### config.mk
export PLATFORM = sky130hd
export DESIGN_NAME = mux_scan_reg
export DESIGN_NICKNAME = d
export VERILOG_FILES = /design/src/rtl/mux_scan_reg.sv
export SDC_FILE = /design/constraint.sdc
export NUM_CORES = 1
export LEC_CHECK = 0
export CORE_UTILIZATION = 40
export DETAILED_ROUTE_END_ITERATION = 6
export GPL_TIMING_DRIVEN = 0
export MAX_ROUTING_LAYER = met4
export PLACE_DENSITY = 0.81
export SYNTH_ARGS = -nofsm -noshare
export SYNTH_HDL_FRONTEND = slang
export SYNTH_SLANG_ARGS = --single-unit
### constraint.sdc
create_clock -name clk -period 2.3 [get_ports clk]
set_clock_uncertainty 0.1 [all_clocks]
set_input_delay 0.23 -clock clk [delete_from_list [all_inputs] [get_ports clk]]
set_output_delay 0.23 -clock clk [all_outputs]
set_load 0.005 [all_outputs]
### src/rtl/mux_scan_reg.sv
// mux_scan_reg: registered N-to-1 channel multiplexer with manual and
// automatic scan channel selection.
//
// Ports:
//   clk    - clock; all state changes on the rising edge
//   rst_n  - asynchronous active-low reset
//   d      - packed channel data, channel i at bits [i*W+W-1 : i*W]
//   sel    - manual channel request
//   load   - in manual mode, capture sel into the channel register
//   mode   - 0 = manual, 1 = scan (step channels every DWELL enabled cycles)
//   en     - clock enable; 0 freezes channel, dwell count and y
//   y      - registered data of the channel selected before the edge
//   ch     - current channel register
//   valid  - y was captured on the previous edge
//   wrap   - one-cycle pulse after the scan steps from channel N-1 to 0
module mux_scan_reg #(
  parameter int unsigned W     = 4,
  parameter int unsigned N     = 4,
  parameter int unsigned DWELL = 4
) (
  input  logic                   clk,
  input  logic                   rst_n,
  input  logic [N*W-1:0]         d,
  input  logic [$clog2(N)-1:0]   sel,
  input  logic                   load,
  input  logic                   mode,
  input  logic                   en,
  output logic [W-1:0]           y,
  output logic [$clog2(N)-1:0]   ch,
  output logic                   valid,
  output logic                   wrap
);

  localparam int unsigned SW = $clog2(N);
  // A DWELL of 1 still needs a one-bit counter; it simply never leaves 0.
  localparam int unsigned CW = (DWELL > 1) ? $clog2(DWELL) : 1;
  localparam logic [CW-1:0] CNT_LAST = CW'(DWELL - 1);
  localparam logic [SW-1:0] CH_LAST  = SW'(N - 1);

  logic [SW-1:0] ch_q;
  logic [SW-1:0] ch_d;
  logic [CW-1:0] cnt_q;
  logic [CW-1:0] cnt_d;
  logic [W-1:0]  sel_data;
  logic          wrap_d;

  always_comb begin
    sel_data = '0;
    for (int unsigned i = 0; i < N; i++) begin
      if (ch_q == SW'(i)) sel_data = d[i*W +: W];
    end
  end

  always_comb begin
    ch_d   = ch_q;
    cnt_d  = cnt_q;
    wrap_d = 1'b0;
    if (mode) begin
      if (cnt_q == CNT_LAST) begin
        cnt_d  = '0;
        // N is a power of two, so the natural overflow is the modulo-N step.
        ch_d   = ch_q + 1'b1;
        wrap_d = (ch_q == CH_LAST);
      end else begin
        cnt_d = cnt_q + 1'b1;
      end
    end else begin
      // Leaving scan mode never advances, even at the last dwell cycle.
      cnt_d = '0;
      if (load) ch_d = sel;
    end
  end

  always_ff @(posedge clk or negedge rst_n) begin
    if (!rst_n) begin
      ch_q  <= '0;
      cnt_q <= '0;
      y     <= '0;
      valid <= 1'b0;
      wrap  <= 1'b0;
    end else begin
      valid <= en;
      wrap  <= en & wrap_d;
      if (en) begin
        y     <= sel_data;
        ch_q  <= ch_d;
        cnt_q <= cnt_d;
      end
    end
  end

  assign ch = ch_q;

endmodule

==> summary.md <==
Summed over all instances, the cell type with the most area after synthesis is sky130_fd_sc_hd__dfrtp_1. The worst path meets setup with 0.712 ns of slack. After detailed routing, the average wire length per cell comes to 12.8 µm.

The met1 global-route usage was 0.278. The most crowded layer after global routing was met2. The tools report the startpoint of the most critical register-to-register path as ch[0].

The run finished with clean final reports. Dividing total power by cell area gives a power density of 852 nW/µm². The run gives 0.445 as the initial core utilization. The number of nets with antenna violations after routing is 0, and the clock-pin slew of the registers on the worst-case setup and hold paths is 0.07 ns. The level count of the clock H-tree came out at 1.

Across all hold checks on the routed design, the worst slack comes to 0.174 ns. Via count normalized by instance count: 5.12. In this run the vertical extent of the chip is 40.5 µm. The final layout contains routed wiring with a total length of 1.39 mm. In this run the worst setup path begins at ch[0].

In the layout the commonest cells are 30 x sky130_fd_sc_hd__clkdlybuf4s50_1, 10 x sky130_fd_sc_hd__dfrtp_1, 9 x sky130_fd_sc_hd__nand2_1. Of all nets on the critical path, the largest fanout is 9. The slew at the pin with the worst max-slew slack was 0.447 ns.

The number of detailed-routing iterations run before antenna repair came out at 4. The share of the clock period used by the worst path was 0.690; the required arrival time at the worst endpoint was 2.38 ns. Timing would allow up to 630 MHz. The largest individual stage delay along the critical path comes from the cell sky130_fd_sc_hd__dfrtp_1. The depth of the worst register-to-register path came out at 5. Final-layout setup total negative slack: 0 ns.

The tools report the wire length of the first global-routing pass as 2.19 mm. The worst setup path is captured at a register. For this run, the number of standard cells in the final layout without fillers is 109. For the total vias in the final route, the log shows 558. The run gives 0.211 as the global-route usage over all layers.

Maximum clock insertion buffer count: 2. The tool flagged a number of max-cap violations equal to 0. The worst register-to-register path ends at y[3]. Entering global routing, the biggest net connects 11 pins. The tools report the via count of the first global-routing pass as 500.

For the post-synthesis instance total, the log shows 60. After synthesis the cells add up to 593 µm². Data arrives at the worst endpoint at 1.67 ns.

Measured along the x axis, the die boundary spans 40.5 µm. The total setup violations reported at the end of the flow came out at 0. The tools report the number of failing hold endpoints at the final stage as 0. The run gives 0 as the synthesis warning total. After detailed routing, the number of remaining DRC violations is 0. Setup repair after global routing left no endpoint under its margin. The floorplan step defined a core boundary enclosing 1330 µm². The HPWL reported at the end of detailed placement was 1.12 mm. The number of nets in the synthesized netlist is 88. The number of distinct library cells after synthesis was 20; the number of cells upsized or downsized after cts was 0. For the final net count, the log shows 123. The critical path goes through inv_1, ha_1, nor3b_2, nand2_1, a41oi_1.

The congestion estimate from routability-driven global placement came to 0.738. The logs give 0.701 for the worst slew margin relative to its limit and 0.26 ns for the source-to-sink clock delay at the later pin of the worst-skew pair. The mean area per synthesized cell was 9.88 µm²; the initial antenna violation count was 0. The fraction of synthesized cell area taken by the top area cell type came out at 0.422. TritonCTS built the clock tree. For this design, the sink count on the clock tree is 10.

The area growth from synthesis to layout is 59.9%. The proportion of layout cells with a drive suffix above 1 is 0.0851, and the max-slew violation count is 0. The smallest clock period supported by the final layout is computed as 1.59 ns. The leakage power of the design was 0.000396 µW; the overall overflow remaining after global route was 0. The initialized floorplan defines 13 standard-cell rows. The number of hold buffers added after CTS was 0. The floorplan step defined a die boundary enclosing 1640 µm².

The met2 track utilization from global routing was 0.325; the top-level port count was 31. The repair_antennas step left the layout with diodes totalling 0. In this run, placement finished with an instance count of 105. The register-to-register setup slack is 0.71 ns, and the worst stage delay on the critical path is 0.43 ns.

TritonCTS created 3 clock buffers. Post-synthesis register bit count: 10. The category of the critical setup timing path was reg -> reg.

After the first detailed-routing iteration, the DRC count stood at 7. Most common cell after layout, fill and taps aside: sky130_fd_sc_hd__clkdlybuf4s50_1. Type of the worst min-delay path: in -> async. The critical path ends at y[3]. For the maximum ir drop on the vdd rail, the log shows 0.501 mV. During placement, the flow inserted port buffers numbering 30.

The tools report the met3 routing resource usage after global routing as 0.0333. Post-CTS timing repair inserted 0 buffers for setup. After synthesis, the cell types taking the most area are sky130_fd_sc_hd__dfrtp_1 42%, sky130_fd_sc_hd__ha_1 11%, sky130_fd_sc_hd__nand3b_1 8.9%, sky130_fd_sc_hd__a41oi_1 5.9%, sky130_fd_sc_hd__nand2_1 5.7%.

Root cell of the clock tree: sky130_fd_sc_hd__clkbuf_4. OpenSTA, run right after detailed placement, puts the worst setup slack at 0.639 ns. The tools report the critical path startpoint category as a register. The sequential share of the synthesized area came out at 0.422.
## cells by family after synthesis
| group | Yosys count | share of synthesized area |
|---|---|---|
| flops | 10 | 0.422 |
| simple gates | 25 | 0.245 |
| compound gates | 12 | 0.135 |
| fa+ha+maj | 5 | 0.105 |
| mux | 3 | 0.0591 |
| buf+inv | 5 | 0.0337 |
## routing by layer
metal  vias up  wire [µm]
met5         -          0
met4         0          0
met3         0         88
met2        22        671
met1       252        632
li1        284          -
## sequential cells by signal, summed over array words and instances, names as in the netlist
register  count
ch            2
cnt_q         2
wrap          1
valid         1
y             4
## metrics by stage
| step | total power (µW) | instance area, µm² | util |
|---|---|---|---|
| after detailed placement | 654 | 912 | 0.684 |
| after global placement | 641 | 912 | 0.684 |
| final | 808 | 948 | 0.711 |
| after floorplan | 458 | 593 | - |
| after CTS | 819 | 948 | 0.711 |
| after global routing | 876 | 948 | 0.711 |
## where the power goes
part	internal [µW]	switching, µW	leakage (µW)
combinational	217	155	0.000253
sequential	233	43.3	0.000122
clock	96.1	64.2	0.0000210
total	546	262	0.000396
## synthesized netlist by cell type, drive strengths merged
library cell / number
o22ai: 1
nor2: 1
nor2b: 1
nor3b: 1
nand3b: 7
ha: 5
inv: 4
mux2i: 2
dfrtp: 10
nand2b: 1
nand3: 3
mux2: 1
o2bb2ai: 1
o21ai: 6
nand2: 10
and4: 1
a41oi: 4
buf: 1
## critical path, delay by kind of cell (launching register included)
family                     cells  cell delay (ns)
AOI/OAI and AO/OA              1             0.19
adders and majority gates      1             0.30
buffers and inverters          1             0.10
DFF                            1             0.43
and+or+nand+nor                2             0.39
## worst min path at each step
stage / from / endpoint / slack [ns] / cells after the start
2_1_floorplan: rst_n / ch[0] / -0.17 / 0
3_3_place_gp: cnt_q[1] / cnt_q[1] / 0.40 / 2
3_5_place_dp: cnt_q[1] / cnt_q[1] / 0.42 / 2
4_1_cts: rst_n / valid / 0.19 / 1
5_1_grt: rst_n / valid / 0.21 / 1
6_report: rst_n / cnt_q[0] / 0.17 / 1
## final cells by class
cell class | count | area, µm²
clock buffers | 4 | 36.3
multi-input cells | 45 | 323
fillers | 109 | 385
inverters | 4 | 15.0
well taps | 15 | 18.8
flip-flops and latches | 10 | 250
repair buffers | 30 | 300
plain buffers | 1 | 5.00
Note: power is estimated with default switching activity, not from simulation.
